[src/rtl/maze_player_ctrl.sv]
// maze_player_ctrl: frame-paced player movement with ROM wall check and win detection.
// Optional feature: define MAZE_WRAP_EN to wrap moves across the grid edges.
module maze_player_ctrl #(
  parameter int COLS      = 40,
  parameter int ROWS      = 30,
  parameter int START_COL = 1,
  parameter int START_ROW = 1,
  parameter int EXIT_COL  = 38,
  parameter int EXIT_ROW  = 28,
  parameter int MOVE_DIV  = 8,
  localparam int CW = $clog2(COLS),
  localparam int RW = $clog2(ROWS),
  localparam int AW = $clog2(COLS*ROWS)
) (
  input  logic          clk,
  input  logic          rst,
  input  logic          i_frame_start,
  input  logic          i_up,
  input  logic          i_down,
  input  logic          i_left,
  input  logic          i_right,
  output logic          o_rom_req,
  output logic [AW-1:0] o_rom_addr,
  input  logic          i_rom_ack,
  input  logic          i_rom_wall,
  output logic [CW-1:0] o_player_col,
  output logic [RW-1:0] o_player_row,
  output logic          o_win,
  output logic          o_busy
);
  localparam int NW = MOVE_DIV > 1 ? $clog2(MOVE_DIV) : 1;
  localparam logic [NW-1:0] CNT_MAX   = NW'(MOVE_DIV-1);
  localparam logic [CW-1:0] COL_MAX   = CW'(COLS-1);
  localparam logic [CW-1:0] COL_START = CW'(START_COL);
  localparam logic [CW-1:0] COL_EXIT  = CW'(EXIT_COL);
  localparam logic [RW-1:0] ROW_MAX   = RW'(ROWS-1);
  localparam logic [RW-1:0] ROW_START = RW'(START_ROW);
  localparam logic [RW-1:0] ROW_EXIT  = RW'(EXIT_ROW);
  typedef enum logic [2:0] {IDLE, SAMPLE, REQ, CHECK, DONE} state_t;
  state_t state_q, state_d;
  logic [NW-1:0] cnt_q, cnt_d;
  logic [CW-1:0] col_q, col_d, tcol_q, tcol_d, ncol;
  logic [RW-1:0] row_q, row_d, trow_q, trow_d, nrow;
  logic [AW-1:0] addr_q, addr_d, naddr;
  logic win_q, win_d, tick, any_btn, off_grid, reject;
  assign any_btn = i_up | i_down | i_left | i_right;
  assign tick    = i_frame_start && cnt_q == CNT_MAX;
  // Candidate target; off_grid also selects the wrapped coordinate.
  always_comb begin
    ncol     = col_q;
    nrow     = row_q;
    off_grid = 1'b0;
    if (i_up) begin
      off_grid = row_q == '0;
      nrow     = off_grid ? ROW_MAX : row_q - RW'(1);
    end else if (i_down) begin
      off_grid = row_q == ROW_MAX;
      nrow     = off_grid ? '0 : row_q + RW'(1);
    end else if (i_left) begin
      off_grid = col_q == '0;
      ncol     = off_grid ? COL_MAX : col_q - CW'(1);
    end else if (i_right) begin
      off_grid = col_q == COL_MAX;
      ncol     = off_grid ? '0 : col_q + CW'(1);
    end
    naddr = AW'(nrow) * AW'(COLS) + AW'(ncol);
  end
`ifdef MAZE_WRAP_EN
  assign reject = !any_btn;
`else
  assign reject = !any_btn || off_grid;
`endif
  always_comb begin
    state_d = state_q;
    col_d   = col_q;
    row_d   = row_q;
    tcol_d  = tcol_q;
    trow_d  = trow_q;
    addr_d  = addr_q;
    win_d   = win_q;
    cnt_d   = (i_frame_start && state_q != DONE) ? (cnt_q == CNT_MAX ? '0 : cnt_q + NW'(1)) : cnt_q;
    case (state_q)
      IDLE:   state_d = tick ? SAMPLE : IDLE;
      SAMPLE: begin
        state_d = reject ? IDLE : REQ;
        if (!reject) begin
          tcol_d = ncol;
          trow_d = nrow;
          addr_d = naddr;
        end
      end
      REQ: if (i_rom_ack) begin
        state_d = i_rom_wall ? IDLE : CHECK;
        col_d   = i_rom_wall ? col_q : tcol_q;
        row_d   = i_rom_wall ? row_q : trow_q;
      end
      CHECK: begin
        win_d   = col_q == COL_EXIT && row_q == ROW_EXIT;
        state_d = win_d ? DONE : IDLE;
      end
      default: state_d = DONE;
    endcase
  end
  always_ff @(posedge clk or posedge rst) begin
    if (rst) begin
      state_q <= IDLE;
      cnt_q   <= '0;
      col_q   <= COL_START;
      row_q   <= ROW_START;
      tcol_q  <= COL_START;
      trow_q  <= ROW_START;
      addr_q  <= '0;
      win_q   <= 1'b0;
    end else begin
      state_q <= state_d;
      cnt_q   <= cnt_d;
      col_q   <= col_d;
      row_q   <= row_d;
      tcol_q  <= tcol_d;
      trow_q  <= trow_d;
      addr_q  <= addr_d;
      win_q   <= win_d;
    end
  end
  assign o_rom_req    = state_q == REQ;
  assign o_rom_addr   = addr_q;
  assign o_player_col = col_q;
  assign o_player_row = row_q;
  assign o_win        = win_q;
  assign o_busy       = state_q != IDLE && state_q != DONE;
endmodule

[config.mk]
export PLATFORM = sky130hd
export DESIGN_NAME = maze_player_ctrl
export DESIGN_NICKNAME = d
export VERILOG_FILES = /design/src/rtl/maze_player_ctrl.sv
export SDC_FILE = /design/constraint.sdc
export NUM_CORES = 1
export LEC_CHECK = 0
export ABC_AREA = 1
export CAP_MARGIN = 20
export CORE_ASPECT_RATIO = 1.5
export CORE_MARGIN = 2
export CORE_UTILIZATION = 50
export CTS_CLUSTER_SIZE = 12
export DETAILED_ROUTE_END_ITERATION = 10
export GPL_ROUTABILITY_DRIVEN = 0
export HOLD_SLACK_MARGIN = 0.06
export PLACE_DENSITY_LB_ADDON = 0.15
export SLEW_MARGIN = 40
export SYNTH_ARGS = -nofsm -noshare
export SYNTH_HDL_FRONTEND = slang
export SYNTH_SLANG_ARGS = --single-unit
[constraint.sdc]
create_clock -name clk -period 5.6 [get_ports clk]
set_input_delay 0.56 -clock clk [delete_from_list [all_inputs] [get_ports clk]]
set_output_delay 0.56 -clock clk [all_outputs]
set_load 0.02 [all_outputs]
### Word-level counts from Yosys, hierarchy flattened

Index checks and enable logic that the tools add are counted.

| operators by class | value |
|---|---|
| add/sub/neg operators | 6 |
| multipliers | 1 |
| equal/unequal tests | 10 |
| mux-type cells | 21 |
| bitwise operators | 5 |
| reduce and logical (&&, ||, !) cells | 12 |

Operators with widths:

| kind | count |
|---|---|
| $mux W6 | 6 |
| $mux W5 | 4 |
| $eq A6 B6 Y1 const B | 2 |
| $pmux W3 S4 | 1 |
| $add A11 B6 Y11 | 1 |
| $eq A5 B5 Y1 const B | 2 |
| $mux W3 | 3 |
| $mul A5 B3 Y8 const B | 1 |
| $add A6 B1 Y6 const B | 1 |
| $eq A3 B2 Y1 const B | 2 |
| $logic_not A6 Y1 | 1 |
| $sub A6 B1 Y6 const B | 1 |
| $add A5 B1 Y5 const B | 1 |
| $logic_not A5 Y1 | 1 |
| $mux W1 | 5 |
| $sub A5 B1 Y5 const B | 1 |
| $logic_and A1 B1 Y1 | 4 |
| $mux W2 | 2 |
| $add A3 B1 Y3 const B | 1 |
| $eq A3 B1 Y1 const B | 1 |
| $eq A3 B3 Y1 const B | 1 |
| $logic_not A3 Y1 | 1 |
| $ne A3 B3 Y1 const B | 1 |
| $or A1 B1 Y1 | 3 |
| other kinds (7) | 8 |

| storage, ports and cells | value |
|---|---|
| register bits after elaboration | 40 |
| bits of input ports | 9 |
| output and inout bits | 25 |

### Longest topological paths before layout

| depth | value |
|---|---|
| word-level depth | 8 |
| depth in mapped cells | 20 |
| mapped depth without buffers | 20 |

### Worst setup path after synthesis

No wires, ideal clock.

| timing path | value |
|---|---|
| kind | flip-flop to flip-flop |
| from | register row_q[0], in the netlist o_player_row[0] |
| to | register addr_q[10], in the netlist o_rom_addr[10] |
| library setup time | 82 ps |
| arrival time | 3,044 ps |
| path slack | 2,474 ps |
| cell stages (with the launch flop) | 17 |
| path buffers | 0 |
| path through | dfstp_2 > inv_1 > ha_1 > nand3_1 > inv_1 > nor2_1 > inv_1 > o21ai_0 > inv_1 > ha_1 > ha_1 > fa_1 > xor2_1 > inv_1 > nor3_2 > nand2_1 > a31oi_1 |

| on the way | value |
|---|---|
| longest elaborated chain between the ends | 6 |
| elaborated cells on any way between the ends | 15 |
| those cells by class | add/sub (3); mul (1); eq/ne (1); mux (6); bitwise (1); reduce/logical (3) |

Ends and longest elaborated chain:

| element | RTL line | RTL |
|---|---|---|
| from (decl) | 43 | `logic [RW-1:0] row_q, row_d, trow_q, trow_d, nrow;` |
| from (signal assigned) | 118 | `row_q <= row_d;` |
| $add A5 B1 Y5 / $eq A5 B5 Y1 (equally long branches) | 58, 57 |  |
| $mux W5 | 58 | `nrow = off_grid ? '0 : row_q + RW'(1);` |
| $mux W5 | 56 | `end else if (i_down) begin` |
| $mux W5 * | 53 | `if (i_up) begin` |
| net nrow[0] | 43 |  |
| $mul A5 B3 Y8 * | 66 | `naddr = AW'(nrow) * AW'(COLS) + AW'(ncol);` |
| $add A11 B6 Y11 * | 66 |  |
| to (signal assigned) | 121 | `addr_q <= addr_d;` |
| to (decl) | 44 | `logic [AW-1:0] addr_q, addr_d, naddr;` |

The timed path passes the listed nets; every way through them passes the cells marked *.
A chain may end at the register's enable or synchronous reset.

### Worst setup path after layout

Same ends and word-level chain as after synthesis.

==> results.md <==
- Sequential area share after synthesis: 37.1%
- Routed vias/inst: between 5 and 6
- GR Util met2: between 30% and 40%
- Largest net degree at the start of global routing: 39
- Power, Total: 0.00206 W
- Placeable Area: slightly above 0.005 mm²
- Clock transition at path regs: around 0.08 ns
- Vias: ~2,300
- Core Util, Final: between 60% and 70%
- Pwr Density: ~670 mW/mm²
- WL per Instance: around 13 µm
- DR iter-0 viols: roughly 150
- Hold Path Origin: tcol_q[0]
- Global routing's busiest layer: met2
- CTS Buf Count: 5
- Gate Count Post-Synth: ~350
- Area of the multi-input gates: roughly 0.0014 mm²
- Fin Hold WS: 0.472 ns
- Area Growth Syn to Fin: 19.6%
- Total grt overflow: 0
- Gates resized, CTS repair: 0
- HPWL Detailed: 4420 µm
- GR Util met1: a little over a quarter
- Synthesized area per cell: ~7.5 µm²
- Max_cap viols: 0
- Antenna Diode Count: 0
- Async SR Flop Fraction: between 90% and 100%
- RSZ-0062 raised after global routing: false
- Htree depth: 2
- Final setup vio count: 0
- DRC viols: 0
- Worst VDD drop: between 0.0005 and 0.0006 V
- Min Clock Period, post-route: about 3.5 ns
- Port Buffer Count: 33
- Crit-path most repeated cell: inv_1
- Clock sinks: 38
- Hold WC Path Type: reg -> reg
- I/O pin count: 34
- Critical Path Start Type: register
- Leak pwr: ~1.5 nW
- Run status: finished, final reports clean
- CP required: a little under 6 ns
- Worst setup EP type: register
- Synth Register Bits: 38
- CP Cell Sequence: inv_1 -> ha_1 -> nand3_1 -> inv_1 -> nor2_1 -> inv_1 -> o21ai_0 -> inv_1 -> ha_1 -> ha_1 -> fa_1 -> xor2_1 -> inv_1 -> nor3_2 -> nand2_1 -> a31oi_1
- Placed Instance Area: 0.00294 mm²
- Max_slew headroom: 53.9%
- Layout cells sized above 1: 9.52%
- Final Hold Vio Count: 0
- Post-Syn Nets: 373
- ANT nets after route: 0
- Die width: between 60 and 70 µm
- Initial antenna violation count: 0
- Warnings from Yosys: 0
- Root buf cell: clkbuf_8
- Routed WL: a little under 6000 µm
- Leading cell type in the layout, fill and taps excluded: nand2_1
- Worst R2R Start: o_player_row[0]
- Nets: ~410
- Setup tns final: 0 ns
- Fillers: around 480
- Worst skew pair latency: ~0.30 ns
- Slowest-stage cell, CP: dfstp_2
- Die area: 0.00575 mm²
- Slowest cell delay on critical path: about 0.57 ns
- Post-CTS Setup Bufs: 0
- First-pass GRT wire length: 10,000 µm
- Critical-path maximum fanout: 7
- Final Cycle Share: a little over three fifths
- CP Data Arrival Time: between 3 and 4 ns
- Post-synth EDFFs: 0
- Ys flop type: dfrtp_1
- Cell Area, Synth: between 0.002 and 0.003 mm²
- Worst slew pin tran: between 0.6 and 0.7 ns
- Vert. Die Dim: just over 90 µm
- Yosys cell types: 35
- Largest buffer count on any clock path: 2
- Final instance area: 0.00308 mm²
- Setup Skew: slightly above 0.01 ns
- FF+latch area: about 960 µm²
- CP Class: reg -> reg
- Hold_buf cts: 0
- DR pass1 iterations: 4
- Fin. max-slew vios: 0
- Most frequent cells in the layout: nand2_1, inv_1, dfrtp_1
- GRT met3 Usage: 2.45%
- FP Rows: 32
- Vias in the first global route: ~2,300
- CTS tree: done
- Starting density of the core: about half
- Max Clock Freq: 286 MHz
- CP Launch Point: o_player_row[0]
- Overall routing resource usage: about 22%
-- cells by family after synthesis --
kind of cell	synth area share (%)
buffers and inverters	9.08
and+or+nand+nor	29.0
adders and majority gates	9.52
xor gates and xnor gates	3.74
AOI/OAI and AO/OA	11.5
DFF	37.1
-- stage by stage --
stage | setup slack (ns) | std cells
after global placement | 1.98 | 438
after floorplan | 2.47 | 345
final | 2.11 | 446
after CTS | 2.13 | 446
after global routing | 1.80 | 446
after detailed placement | 1.82 | 438
-- power by group --
part	switching [W]	leakage (nW)	total, W	internal (W)
combinational	0.000783	0.960	0.00127	0.000486
sequential	0.000100	0.466	0.000506	0.000406
clock	0.0000984	0.0714	0.000288	0.000190
-- routing by layer --
| metal | wire length [µm] | part of all wire (%) | vias to the layer above |
|---|---|---|---|
| li1 | - | - | 1179 |
| met2 | 2980 | 51 | 62 |
| met5 | 0 | 0 | - |
| met3 | 204 | 3.5 | 9 |
| met1 | 2520 | 43 | 1073 |
| met4 | 109 | 1.9 | 0 |
-- state kept, by name (all words and copies together) (netlist names) --
register      flops
o_player_col      6
o_player_row      5
o_rom_addr        9
trow_q            5
state_q           3
o_win             1
cnt_q             3
tcol_q            6
-- critical path: cells and delay by family, from the launching register on --
family	cells	cell delay, ns
and+or+nand+nor	4	0.46
DFF	1	0.57
buffers and inverters	5	0.53
adders and majority gates	4	1.14
xor gates and xnor gates	1	0.35
AOI/OAI and AO/OA	2	0.36
-- synthesized netlist by cell type, drive strengths merged, types with 2 or more instances --
| cell type | number | area share, % |
|---|---|---|
| a21oi | 8 | 1.6 |
| a31oi | 4 | 1.5 |
| buf | 8 | 2.3 |
| dfrtp | 34 | 33 |
| dfstp | 4 | 4.1 |
| ha | 18 | 8.7 |
| inv | 45 | 6.7 |
| nand2 | 104 | 16 |
| nand3 | 21 | 4.1 |
| nand3b | 2 | 0.58 |
| nand4 | 7 | 1.7 |
| nor2 | 28 | 4.4 |
| nor3 | 4 | 1.2 |
| nor3b | 2 | 0.58 |
| o21ai | 36 | 7.0 |
| xor2 | 11 | 3.7 |
-- cell type report --
type | count | share of cell area [%]
tap | 68 | 2.76
timing repair buffer | 34 | 11.0
sequential | 38 | 31.0
multi-input combinational | 253 | 45.1
inverter | 45 | 5.56
clock inverter | 2 | 1.95
clock buffer | 6 | 2.68
-- path summary, 6_finish.rpt --
| kind | end | slack (ns) | cells after the start |
|---|---|---|---|
| max reg2reg | o_rom_addr[10] | 2.11 | 16 |
| min reg2reg | tcol_q[0] | 0.47 | 2 |
| min in group asynchronous | o_rom_addr[0] | 0.68 | 3 |
| min | tcol_q[0] | 0.47 | 2 |
| max in group asynchronous | o_player_row[0] | 4.58 | 3 |
| max | o_rom_addr[10] | 2.11 | 16 |
Note: power is estimated with default switching activity, not from simulation.
==> patch 1: new RTL, config.mk and constraints unchanged <==
Add a define of `MAZE_WRAP_EN`.
--- a/src/rtl/maze_player_ctrl.sv
+++ b/src/rtl/maze_player_ctrl.sv
@@ -1,4 +1,6 @@
 // maze_player_ctrl: frame-paced player movement with ROM wall check and win detection.
 // Optional feature: define MAZE_WRAP_EN to wrap moves across the grid edges.
+`define MAZE_WRAP_EN
+
 module maze_player_ctrl #(
   parameter int COLS      = 40,
Check against the original RTL: no difference found for any inputs over 10 cycles, from zero or initial values and one cycle with rst high; that may be too few to reach the edited logic, so the function may still have changed.
==> patch 1 against the unedited design <==
Utilization increased by 0.51 points; sequential cell count unchanged; total power increased by 1.8%; count of clock-buffer cells in the layout decreased by 1; register-to-register slack improved by 80 ps; critical path type is now primary input to flop; final area increased by 2.4%; worst setup slack improved by 67 ps; largest cell class unchanged; area after synthesis increased by 2.5%; routed wire length increased by 2.6%.
==> patch 1: results <==
[outcome]
status = complete, no violations

[synthesis]
ys_top_cells_by_area = dfrtp_1, nand2_1, ha_1, inv_1, o21ai_0
synth_fp_nets = 376
seq_area_frac_synth = 0.362

[sta]
finClkSkew_ps = 7.83
whs_ps = 479
max_slew_margin = 0.524
fin_crit_sh = 0.612

[setup_path]
worst_path_max_delay_cell = clkdlybuf4s50_1
r2r-start = o_player_row[1]
startpoint = i_down
regToRegSetupSlack_ps = 2190
critPathTopFamily = simple AND/OR/NAND/NOR gates
crit_end = o_rom_addr[9]

[power]
leakage_nw = 1.52
peakVddDrop_v = 0.000406

[finish]
drive_gt1_frac = 0.118
n_fill_cell = 510

[placement]
dp.cells = 442

[global_route]
grtUsageTotal = 0.230
grt_pass1_wl_um = 10900
met3_usage = 0.0337
grt_pass1_vias = 2410

[route]
wirelength_met1_um = 2460
drt_iter0_drc = 170
avgViaCountPerCell = 5.26
via_count = 2368

[min_path]
worstHoldEndpoint = o_rom_addr[4]
hp-start = o_rom_addr[4]
-- patch 1: cell count changes in the layout (fill, tap and decap cells not counted), moves of 3 or more --
cell,change
a31oi_1,+4
nor3_1,+3
inv_1,+13
o21ai_1,+7
o21ai_0,-7
xor2_1,-5
inv_2,-3
nand2_2,+6
nand2_1,-17
nand3_2,+3
-- patch 1: layout make-up --
type | count | area (µm²) | area share
clock inverter | 3 | 68.8 | 0.0218
inverter | 55 | 209 | 0.0662
timing repair buffer | 35 | 345 | 0.109
multi-input combinational | 246 | 1420 | 0.451
tap | 68 | 85.1 | 0.0270
clock buffer | 5 | 68.8 | 0.0218
sequential | 38 | 956 | 0.303
-- patch 1: logic make-up after synthesis --
logic type,after synthesis,synth area share
compound gates,55,0.120
xor+xnor,7,0.0232
fa+ha+maj,19,0.0928
buf+inv,64,0.0990
flops,38,0.362
simple gates,165,0.303
==> patch 2: new RTL, same flow settings <==
Without the edit above. The 5 states of `state_t` get a one-hot encoding in 5 bits.
--- a/src/rtl/maze_player_ctrl.sv
+++ b/src/rtl/maze_player_ctrl.sv
@@ -37,5 +37,5 @@
   localparam logic [RW-1:0] ROW_START = RW'(START_ROW);
   localparam logic [RW-1:0] ROW_EXIT  = RW'(EXIT_ROW);
-  typedef enum logic [2:0] {IDLE, SAMPLE, REQ, CHECK, DONE} state_t;
+  typedef enum logic [4:0] {IDLE = 5'b00001, SAMPLE = 5'b00010, REQ = 5'b00100, CHECK = 5'b01000, DONE = 5'b10000} state_t;
   state_t state_q, state_d;
   logic [NW-1:0] cnt_q, cnt_d;
Function: no difference found for any inputs over 10 cycles, from zero or initial values and one cycle with rst high; not proved beyond that.
==> patch 2 against the unedited design <==
Routed wire length up 5.2%; worst setup slack worse by 220 ps; critical path depth down 3; sequential cell count up 2; final area up 1.0%; sequential share of layout area up 1.3 points; area after synthesis up 3.4%; highest routed layer unchanged.
Power is not compared: it rests on default switching activity, and its combinational part moved more than twofold at a synthesized area within 25%.
==> patch 2: results <==
[min_path]
hp-start = tcol_q[0]
worstHoldEndpoint = tcol_q[0]
hold_depth = 2
hold_path.class = flop to flop

[route]
wirelength_met1_um = 2550
avgViaCountPerCell = 5.28
wl_met3_um = 234
drt_iter0_drc = 81
met2_length_um = 3190
wl_per_cell_um = 13.5

[sta]
finalHoldViolations = 0
tightest_slew_ps = 710
whs_ps = 469
finClkSkew_ps = 3.84

[setup_path]
crit_arrival_ps = 3900
critPathTopFamily = adder cells
startpoint = i_down
worstPathMaxFanout = 12
r2r-start = o_player_row[0]
slowest_delay_ps = 600
worstSetupPathType = primary input to flop
worst_path_max_delay_cell = nor2_1
rr_worst_depth = 16
regToRegSetupSlack_ps = 2300
r2r-end = o_rom_addr[9]

[finish]
n_fill_cell = 527
nNetsFinal = 414
num_antenna_cells = 0
drive_gt1_frac = 0.0753
largest_reg_flops = 9

[synthesis]
ys.flop_type = dfrtp_1
ys.warnings.count = 0
yosysUniqueCellTypes = 37
yosys-top-cells-count = nand2_1, dfrtp_1, inv_1
seq_area_frac_synth = 0.378
async_flop_share = 1.00
ys_top_cells_by_area = dfrtp_1, nand2_1, ha_1, o21ai_0, nand3_1
synth_fp_nets = 383

[global_route]
antenna_found_initial = 0
grtUsageTotal = 0.221
grt_pass1_vias = 2322
grt_max_degree = 41
grt_pass1_wl_um = 10400

[clock_tree]
clk_latency_ps = 290
cts_root_buf = clkbuf_8
cts.htree.levels = 2
clock_path_buffers = 2
path_clk_slew_ps = 70
cts_buffers = 5

[placement]
numPortBuffers = 33
placed_area_um2 = 3020
dp_hpwl_um = 4580

[power]
leakage_nw = 1.56
p_int_mw = 0.521
peakVddDrop_v = 0.000169

[outcome]
status = complete, no violations
[patch 2: cell count changes after synthesis, moves of 3 or more]
cell and change:
buf_2 +4, nand3_1 +6, a21oi_1 -3, buf_4 -3
xor2_1 -4, nand2_1 +15, inv_2 -4, nor2_1 -7
[patch 2: cells by family (layout without fill, tap and decap cells)]
| group | after synthesis | count (layout) | synth area share |
|---|---|---|---|
| and+or+nand+nor | 185 | 185 | 0.304 |
| AOI/OAI and AO/OA | 49 | 49 | 0.101 |
| buffers and inverters | 49 | 81 | 0.0822 |
| DFF | 40 | 40 | 0.378 |
| adders and majority gates | 21 | 21 | 0.104 |
| xor gates and xnor gates | 9 | 9 | 0.0296 |
[patch 2: layout make-up]
cell class / instances / area [µm²] / share of cell area
repair buffers: 35 / 345 / 0.111
well taps: 68 / 85.1 / 0.0273
multi-input cells: 264 / 1440 / 0.463
inverters: 38 / 143 / 0.0458
clock buffers: 8 / 90.1 / 0.0289
flip-flops and latches: 40 / 1010 / 0.324
[patch 2: metrics by stage]
stage,cells,setup WS [ps]
2_1_floorplan,353,2520
3_3_place_gp,445,1630
3_5_place_dp,445,1550
4_1_cts,453,1850
5_1_grt,453,1410
6_report,453,1890
[patch 2: power groups by stage]
| stage | logic [mW] | registers (mW) | clock network, mW |
|---|---|---|---|
| floorplan | 0.166 | 0.354 | 0 |
| global placement | 0.254 | 0.341 | 0 |
| global route | 0.296 | 0.340 | 0.215 |
| finish | 0.257 | 0.337 | 0.197 |
| detailed placement | 0.258 | 0.342 | 0 |
| CTS | 0.261 | 0.337 | 0.200 |
[patch 2: per-layer routing]
metal / vias up / global-route usage
li1: 1214 / -
met1: 1102 / 0.257
met2: 62 / 0.404
met3: 16 / 0.0337
met4: 0 / 0.0815
met5: - / 0
